$ cat src/rtl/imem_loader_if.sv
// Byte stream in and IMEM write port out, bundled between the boot loader and its
// surroundings. The loader sits on the slave side; the source/memory side is the master.
interface imem_loader_if;
  logic [7:0]  rx_data;
  logic        rx_valid;
  logic        rx_ready;
  logic        wr_en;
  logic [31:0] wr_addr;
  logic [31:0] wr_data;

  modport master (
    output rx_data, rx_valid,
    input  rx_ready, wr_en, wr_addr, wr_data
  );

  modport slave (
    input  rx_data, rx_valid,
    output rx_ready, wr_en, wr_addr, wr_data
  );
endinterface

$ cat src/rtl/imem_loader.sv
// Boot-time instruction memory loader: parses a counted, XOR-checksummed byte stream
// into little-endian words and keeps the core in reset until a good image is in place.
module imem_loader #(
  parameter int DEPTH = 256,
  parameter int CNT_W = 16
) (
  input  logic          clk,
  input  logic          rst_n,
  input  logic          start,
  imem_loader_if.slave  bus,
  output logic          core_hold,
  output logic          busy,
  output logic          done,
  output logic          err
);

  localparam logic [2:0] S_IDLE  = 3'd0;
  localparam logic [2:0] S_HDR0  = 3'd1;
  localparam logic [2:0] S_HDR1  = 3'd2;
  localparam logic [2:0] S_DATA  = 3'd3;
  localparam logic [2:0] S_CHK   = 3'd4;
  localparam logic [2:0] S_DONE  = 3'd5;
  localparam logic [2:0] S_ERROR = 3'd6;

  logic [2:0]       state_q,    state_d;
  logic [CNT_W-1:0] n_q,        n_d;
  logic [CNT_W-1:0] word_idx_q, word_idx_d;
  logic [1:0]       byte_idx_q, byte_idx_d;
  logic [7:0]       xor_q,      xor_d;
  logic [31:0]      word_q,     word_d;
  logic             wr_en_q,    wr_en_d;
  logic [31:0]      wr_addr_q,  wr_addr_d;
  logic [31:0]      wr_data_q,  wr_data_d;
  logic             done_q,     done_d;
  logic             err_q,      err_d;

  logic             in_load;
  logic             accept;
  logic [CNT_W-1:0] cnt_hdr;

  assign in_load = (state_q == S_HDR0) || (state_q == S_HDR1) ||
                   (state_q == S_DATA) || (state_q == S_CHK);
  assign accept  = bus.rx_valid && in_load;
  assign cnt_hdr = CNT_W'({bus.rx_data, n_q[7:0]});

  always_comb begin
    state_d    = state_q;
    n_d        = n_q;
    word_idx_d = word_idx_q;
    byte_idx_d = byte_idx_q;
    xor_d      = xor_q;
    word_d     = word_q;
    wr_en_d    = 1'b0;
    wr_addr_d  = wr_addr_q;
    wr_data_d  = wr_data_q;
    done_d     = done_q;
    err_d      = err_q;

    case (state_q)
      S_IDLE, S_DONE, S_ERROR: begin
        if (start) begin
          done_d     = 1'b0;
          err_d      = 1'b0;
          word_idx_d = '0;
          byte_idx_d = '0;
          xor_d      = '0;
          state_d    = S_HDR0;
        end
      end
      S_HDR0: begin
        if (accept) begin
          n_d[7:0] = bus.rx_data;
          state_d  = S_HDR1;
        end
      end
      S_HDR1: begin
        if (accept) begin
          n_d = cnt_hdr;
          if (cnt_hdr > CNT_W'(DEPTH)) begin
            err_d   = 1'b1;
            state_d = S_ERROR;
          end else if (cnt_hdr == '0) begin
            state_d = S_CHK;
          end else begin
            state_d = S_DATA;
          end
        end
      end
      S_DATA: begin
        if (accept) begin
          word_d[byte_idx_q*8 +: 8] = bus.rx_data;
          xor_d      = xor_q ^ bus.rx_data;
          byte_idx_d = byte_idx_q + 2'd1;
          // The word index stops at N-1 so it never points past the image.
          if (byte_idx_q == 2'd3) begin
            wr_en_d   = 1'b1;
            wr_data_d = word_d;
            wr_addr_d = 32'({word_idx_q, 2'b00});
            if (word_idx_q == n_q - CNT_W'(1)) begin
              state_d = S_CHK;
            end else begin
              word_idx_d = word_idx_q + CNT_W'(1);
            end
          end
        end
      end
      S_CHK: begin
        if (accept) begin
          if (bus.rx_data == xor_q) begin
            done_d  = 1'b1;
            state_d = S_DONE;
          end else begin
            err_d   = 1'b1;
            state_d = S_ERROR;
          end
        end
      end
      default: state_d = S_IDLE;
    endcase
  end

  always_ff @(posedge clk or negedge rst_n) begin
    if (!rst_n) begin
      state_q    <= S_IDLE;
      n_q        <= '0;
      word_idx_q <= '0;
      byte_idx_q <= '0;
      xor_q      <= '0;
      word_q     <= '0;
      wr_en_q    <= 1'b0;
      wr_addr_q  <= '0;
      wr_data_q  <= '0;
      done_q     <= 1'b0;
      err_q      <= 1'b0;
    end else begin
      state_q    <= state_d;
      n_q        <= n_d;
      word_idx_q <= word_idx_d;
      byte_idx_q <= byte_idx_d;
      xor_q      <= xor_d;
      word_q     <= word_d;
      wr_en_q    <= wr_en_d;
      wr_addr_q  <= wr_addr_d;
      wr_data_q  <= wr_data_d;
      done_q     <= done_d;
      err_q      <= err_d;
    end
  end

  // Status is a pure decode of the state register, so it changes only on clock edges.
  assign bus.rx_ready = in_load;
  assign bus.wr_en    = wr_en_q;
  assign bus.wr_addr  = wr_addr_q;
  assign bus.wr_data  = wr_data_q;
  assign busy         = in_load;
  assign core_hold    = (state_q != S_DONE);
  assign done         = done_q;
  assign err          = err_q;

endmodule
$ cat src/flat_wrapper.sv
// flat-port wrapper written by rule: the top's interface ports become plain ports
module imem_loader_flat 
#(
  parameter int DEPTH = 256,
  parameter int CNT_W = 16
)
  (clk, rst_n, start, core_hold, busy, done, err, bus_rx_data, bus_rx_valid, bus_rx_ready, bus_wr_en, bus_wr_addr, bus_wr_data);
  imem_loader_if bus_i ();
  input  logic clk;
  input  logic rst_n;
  input  logic start;
  output logic core_hold;
  output logic busy;
  output logic done;
  output logic err;
  input wire logic [$bits(bus_i.rx_data)-1:0] bus_rx_data;
  input wire logic [$bits(bus_i.rx_valid)-1:0] bus_rx_valid;
  output wire logic [$bits(bus_i.rx_ready)-1:0] bus_rx_ready;
  output wire logic [$bits(bus_i.wr_en)-1:0] bus_wr_en;
  output wire logic [$bits(bus_i.wr_addr)-1:0] bus_wr_addr;
  output wire logic [$bits(bus_i.wr_data)-1:0] bus_wr_data;
  assign bus_i.rx_data = bus_rx_data;
  assign bus_i.rx_valid = bus_rx_valid;
  assign bus_rx_ready = bus_i.rx_ready;
  assign bus_wr_en = bus_i.wr_en;
  assign bus_wr_addr = bus_i.wr_addr;
  assign bus_wr_data = bus_i.wr_data;
  imem_loader #(.DEPTH(DEPTH), .CNT_W(CNT_W)) u_core (.clk(clk), .rst_n(rst_n), .start(start), .bus(bus_i), .core_hold(core_hold), .busy(busy), .done(done), .err(err));
endmodule
$ cat config.mk
export PLATFORM = sky130hd
export DESIGN_NAME = imem_loader_flat
export DESIGN_NICKNAME = d
export VERILOG_FILES = /design/src/rtl/imem_loader_if.sv /design/src/rtl/imem_loader.sv /design/src/flat_wrapper.sv
export SDC_FILE = /design/constraint.sdc
export NUM_CORES = 1
export LEC_CHECK = 0
export CORE_MARGIN = 8
export CORE_UTILIZATION = 45
export DETAILED_ROUTE_END_ITERATION = 16
export MAX_ROUTING_LAYER = met4
export PLACE_DENSITY = 0.63
export SYNTH_ARGS = -nofsm -noshare
export SYNTH_HDL_FRONTEND = slang
export SYNTH_SLANG_ARGS = --single-unit
$ cat constraint.sdc
create_clock -name clk -period 4.5 [get_ports clk]
set_clock_uncertainty 0.15 [all_clocks]
set_input_delay 0.675 -clock clk [delete_from_list [all_inputs] [get_ports clk]]
set_output_delay 0.675 -clock clk [all_outputs]
set_load 0.05 [all_outputs]
==> results.py, run 1 <==
metrics = {
    "run_status": {
        "outcome": "complete, no violations",
    },
    "sta": {
        "fin_hold_ws_ns": 0.1298,
        "worstMarginPinSlew_ns": 1.148,
        "tns_ns": 0,
        "setup_slack_ns": 1.076,
        "fin_crit_sh_pct": 76.09,
        "relSlewSlack_pct": 22.87,
        "fmax_mhz": 292.1,
        "rsz0062_at_grt": "no",
        "hold_violations": 0,
        "min_period_ns": 3.424,
        "setup_viol": 0,
        "drv_slew": 0,
    },
    "pwr": {
        "p_int_mw": 3.125,
        "netSwitchingFraction_pct": 40.60,
        "clock_power_share_pct": 27.5,
        "p_per_area_mw_per_mm2": 650.7,
        "pwr-share-comb_pct": 38.3,
        "p_switching_mw": 2.136,
        "vdd_ir_drop_max_uv": 310.6,
        "power_frac_seq_pct": 34.2,
        "leakagePower_nw": 3.468,
    },
    "route": {
        "remaining_drc_errors": 0,
        "ant_nets": 0,
        "wl_per_cell_um": 18.21,
        "vias": 5382,
        "routed_wl_mm": 17.17,
        "drt-pass1-iter-count": 5,
        "routed_via_density": 5.707,
        "drtIter0Drc": 438,
    },
    "synthesis": {
        "async_flop_share_pct": 100.0,
        "synthFlopType": "dfrtp_1",
        "netlist_area_mm2": 0.006780,
        "yosysWarnings": 0,
        "syn_inst": 700,
        "syn_area_per_cell_um2": 9.686,
        "ys_ff_latch": 128,
        "synth_edf_count": 0,
        "ys_types": 68,
        "seq_area_frac_synth_pct": 47.24,
    },
    "final_layout": {
        "syn_to_final_growth_pct": 19.23,
        "final_common_cell": "dfrtp_1",
        "post-route-util_pct": 53.98,
        "layout.nets": 763,
        "diodes": 0,
        "finalInstanceArea_mm2": 0.008084,
        "drive_gt1_share_pct": 10.46,
        "final_cell_mix": "dfrtp_1 (128), nand2_1 (91), o21ai_0 (67)",
    },
    "clock_tree": {
        "post_cts_resized": 0,
        "clock_tree.buffer_depth": 2,
        "cts_hold_buf": 0,
        "post_cts_buffers": 0,
        "cts_buffers": 17,
        "clock_sinks": 128,
        "cts_tree": "built",
        "root_buffer": "clkbuf_16",
        "insertion_delay_ns": 0.43,
        "cts_max_level": 4,
        "path_clk_slew_ns": 0.06,
    },
    "setup_path": {
        "crit_arrival_ns": 3.62,
        "rr_worst_depth": 9,
        "path_max_fanout": 25,
        "path_class": "register to register",
        "required_ns": 4.70,
        "cp-start-kind": "register",
        "crit_path_end_kind": "register",
    },
    "floorplanning": {
        "row_count": 45,
        "core_mm2": 0.01498,
        "die_height_um": 138.8,
        "die-area_mm2": 0.01925,
        "start_util_pct": 45.27,
        "die_w_um": 138.8,
        "io-pin-count": 82,
    },
    "global_routing": {
        "grt_pass1_wl_mm": 28.44,
        "grt_pass1_vias": 5422,
        "gr-total-overflow": 0,
        "antenna_found_initial": 0,
        "grtUsageTotal_pct": 18.85,
        "grt_max_degree": 81,
    },
    "placed_design": {
        "hpwl_mm": 11.78,
        "place_ws_ns": 1.102,
        "gp_congestion": 0.8689,
        "placed_area_mm2": 0.007466,
        "numPortBuffers": 65,
    },
    "hold_path": {
        "min_path_type": "input pin to asynchronous set/reset pin",
    },
    "run": {
        "drv_cap": 0,
    },
}
==> path summary, 6_finish.rpt <==
kind | slack (ns) | startpoint | to
setup reg to reg | 1.08 | u_core.n_q[0] | u_core.word_idx_q[5]
setup / recovery | 1.08 | u_core.n_q[0] | u_core.word_idx_q[5]
max in group asynchronous | 3.23 | rst_n | u_core.xor_q[0]
hold reg to reg | 0.33 | u_core.done | u_core.done
hold / removal | 0.13 | rst_n | u_core.bus.wr_addr[13]
min in group clk | 0.33 | u_core.done | u_core.done
==> routing by layer <==
layer  vias to the layer above  share of wire [%]  GRT usage (%)
met5                         -                  0              -
met4                         0                2.4          7.683
met3                        34                4.8          4.957
met2                       156                 47          29.26
met1                      2647                 46          23.05
li1                       2545                  -              -
==> worst max-delay path, stage by stage (launching register included) <==
cell and delay [ns]:
dfrtp_1 0.45, inv_1 0.13, ha_1 0.31, or3b_2 0.55
o311a_1 0.32, a311oi_2 0.26, a221oi_2 0.07, a41o_2 0.44
or4_1 0.51, a21oi_1 0.14
==> cell usage after synthesis (3+ instances only) <==
library cell,count,area (um^2)
nand2b_1,8,50.05
or4_1,5,37.54
xnor2_1,12,105.1
buf_6,3,33.78
o31ai_1,4,30.03
nand2_1,92,345.3
buf_4,17,127.6
and4_1,3,26.28
and3_1,9,56.30
nor2_1,21,78.83
and2_1,4,25.02
o21ai_0,67,335.3
a2111o_1,4,45.04
nor2b_1,37,231.5
or3_1,3,18.77
nand4b_1,3,26.28
a211oi_1,5,37.54
nor3_1,10,50.05
buf_2,3,15.01
nand3_1,14,70.07
xor2_1,14,122.6
clkbuf_1,37,138.9
mux2i_1,5,50.05
dfrtp_1,128,3203
nand4_1,5,31.28
a22o_1,32,280.3
ha_1,9,112.6
mux2_2,28,315.3
a21oi_1,47,235.2
nor4_1,5,31.28
inv_1,12,45.04
buf_1,3,11.26
==> power by group through the flow <==
stage,Combinational (mW),Clock (mW),Sequential [mW]
2_1_floorplan,1.28,0,1.99
3_3_place_gp,1.97,0,1.79
3_5_place_dp,2.01,0,1.80
4_1_cts,2.02,1.48,1.79
5_1_grt,2.19,1.53,1.85
6_report,2.01,1.45,1.80
==> area by class of cell <==
cell class | count | area [um^2]
fill | 1291 | 6893
multi-input combinational | 512 | 3264
sequential | 128 | 3203
timing repair buffer | 71 | 718.2
clock buffer | 18 | 439.2
tap | 188 | 235.2
clock inverter | 14 | 178.9
inverter | 12 | 45.04
==> state kept, by name (all words and copies together), names as in the netlist <==
register and flops:
u_core.bus.wr_addr 16, u_core.bus.wr_data 32, u_core.bus.wr_en 1, u_core.byte_idx_q 2
u_core.done 1, u_core.err 1, u_core.n_q 16, u_core.state_q 3
u_core.word_idx_q 16, u_core.word_q 32, u_core.xor_q 8
==> per-stage QoR <==
stage | std cells | power, mW
finish | 943 | 5.261
global route | 943 | 5.568
CTS | 943 | 5.289
detailed placement | 911 | 3.810
global placement | 911 | 3.762
floorplan | 715 | 3.273
==> cell families after synthesis <==
| kind of cell | synth area share (%) |
|---|---|
| mux | 5.610 |
| simple gates | 18.12 |
| xor+xnor | 3.359 |
| buf+inv | 5.480 |
| fa+ha+maj | 1.661 |
| compound gates | 18.47 |
| flops | 47.24 |
| other cells | 0.05531 |
(Power assumes the default switching activity.)
==> run 2, diff against run 1 <==
- PLACE_DENSITY: 0.63 -> 0.65
- clock period: 4.5 -> 2.9 ns (I/O delays scaled with it)
==> run 2 against run 1 <==
Against the previous run: the flow now finishes with violations (setup timing); worst setup slack worse by 1.1 ns; clock power up 57%; register-to-register slack worse by 1.1 ns; non-clock buffer count up 61; total power up 68%; highest routed layer unchanged.
==> results.py, run 2 (synthesis results as in run 1) <==
metrics = {
    "sta": {
        "fin_crit_sh_pct": 102.5,
        "hold_violations": 0,
        "setup_viol": 9,
        "fmax_mhz": 336.5,
        "rsz0062_at_grt": "yes",
        "setup_slack_ns": -0.07142,
        "drv_slew": 0,
        "relSlewSlack_pct": 63.71,
        "worstMarginPinSlew_ns": 0.5443,
        "min_period_ns": 2.971,
    },
    "setup_path": {
        "crit_end": "u_core.word_idx_q[7]",
        "rr_worst_depth": 10,
        "cp-startpoint": "u_core.n_q[4]",
        "crit_slowest_cell": "dfrtp_1",
        "cpMostUsedCell": "buf_4",
        "r2r_slack_ns": -0.07,
        "r2r-end": "u_core.word_idx_q[7]",
        "path_max_fanout": 7,
        "required_ns": 3.05,
        "crit_arrival_ns": 3.12,
        "path_cells": "buf_4, nor4_2, buf_4, o2111ai_2, o31ai_1, a31oi_2, a41o_4, buf_4, o311a_1, a211o_1",
        "crit_path_end_kind": "register",
        "rr_startpoint": "u_core.n_q[4]",
        "critPathMaxStageDelay_ns": 0.40,
        "path_class": "register to register",
        "cp-start-kind": "register",
    },
    "placed_design": {
        "placed_area_mm2": 0.007856,
        "numPortBuffers": 65,
        "hpwl_mm": 12.94,
        "place_ws_ns": -0.1231,
        "gp_congestion": 0.8526,
    },
    "floorplanning": {
        "io-pin-count": 82,
        "start_util_pct": 45.27,
        "die-area_mm2": 0.01925,
        "core_mm2": 0.01498,
        "die_height_um": 138.8,
        "row_count": 45,
        "die_w_um": 138.8,
    },
    "global_routing": {
        "grtUsageTotal_pct": 19.98,
        "grt_pass1_wl_mm": 30.22,
        "grtUsageMet2_pct": 31.88,
        "busiest_layer": "met2",
        "use_met3_pct": 4.337,
        "gr-total-overflow": 0,
        "grt_max_degree": 68,
        "antenna_found_initial": 0,
        "grtUsageMet1_pct": 24.00,
        "grt_pass1_vias": 5894,
    },
    "clock_tree": {
        "cts_tree": "built",
        "path_clk_slew_ns": 0.06,
        "clock_sinks": 128,
        "clock_tree.buffer_depth": 2,
        "cts_max_level": 4,
        "cts_buffers": 17,
        "insertion_delay_ns": 0.42,
        "root_buffer": "clkbuf_16",
    },
    "hold_path": {
        "hold_depth": 2,
        "min_path_type": "register to register",
    },
    "pwr": {
        "leakagePower_nw": 3.808,
        "p_per_area_mw_per_mm2": 1018,
        "vdd_ir_drop_max_uv": 520.3,
        "total_power_mw": 8.830,
    },
    "run_status": {
        "outcome": "complete, but fails checks",
        "violations": "setup timing",
    },
    "final_layout": {
        "finalInstanceArea_mm2": 0.008671,
        "syn_to_final_growth_pct": 27.88,
        "final_common_cell": "dfrtp_1",
        "diodes": 0,
        "fillCellCount": 1317,
        "final_cell_mix": "dfrtp_1 (128), nand2_1 (91), o21ai_0 (64)",
        "layout.nets": 825,
        "drive_gt1_share_pct": 18.38,
    },
    "run": {
        "drv_cap": 0,
    },
    "route": {
        "routed_via_density": 5.706,
        "drt-pass1-iter-count": 4,
        "vias": 5729,
        "wl_per_cell_um": 18.37,
        "routed_wl_mm": 18.45,
        "drtIter0Drc": 317,
        "ant_nets": 0,
        "remaining_drc_errors": 0,
    },
}
run 2: cell types whose count changed in the layout (fill, tap and decap cells not counted), moves of 2 or more:
cell,before,now
a41o_4,0,2
clkdlybuf4s50_1,64,62
o21ai_0,67,64
dlymetal6s2s_1,0,2
inv_2,0,2
buf_6,0,2
o21ai_1,2,5
clkbuf_1,0,3
inv_1,12,10
buf_4,5,63
inv_6,4,0
run 2: what timing repair did:
action,4_1_cts,5_1_grt
setup buffers,6,4
resized for setup,6,15
pin swaps,4,11
gates cloned,1,0
endpoints found under the hold margin,31,0
setup endpoints to repair,11,20
hold buffers,1,0
run 2: how the worst min path moves through the flow:
stage                            from                endpoint
3_3_place_gp                    rst_n   u_core.word_idx_q[13]
5_1_grt             u_core.word_q[28]       u_core.word_q[28]
4_1_cts         u_core.bus.wr_data[8]   u_core.bus.wr_data[8]
6_report       u_core.bus.wr_data[11]  u_core.bus.wr_data[11]
2_1_floorplan                   rst_n  u_core.bus.wr_addr[10]
3_5_place_dp                    rst_n   u_core.word_idx_q[13]
run 2: worst max-delay path, delay by kind of cell, from the launching register on:
family	cells	cell delay, ns
flops	1	0.40
simple gates	1	0.26
compound gates	6	1.55
buf+inv	3	0.50
run 2: final cells by class:
cell class	instances	area (um^2)	area share, %
Tap cell	188	235.2	2.713
Clock buffer	22	464.2	5.354
Sequential cell	128	3203	36.94
Clock inverter	9	157.7	1.818
Timing Repair Buffer	132	1191	13.74
Multi-Input combinational cell	513	3374	38.92
Inverter	12	45.04	0.5195
run 2: power by group:
part	switching (mW)	leakage (nW)	internal, mW
clock network	0.805	0.296	1.48
logic	2.26	1.79	1.60
registers	0.417	1.72	2.27
run 2: stage by stage:
step,std cells,setup TNS (ns),hold slack (ns),utilization (%)
detailed placement,961,-0.7809,0.2618,52.46
CTS,1000,-0.1925,0.3379,57.23
global route,1004,-1.363,0.3522,57.89
finish,1004,-0.1903,0.3318,57.89
global placement,961,-0.4524,0.2545,52.46
floorplan,715,-0.01752,-0.01059,-
run 2: layer usage:
layer / share of wire [%] / vias up
met5: 0 / -
met4: 2.5 / 0
met3: 5.1 / 36
met2: 48 / 202
met1: 44 / 2810
li1: - / 2681
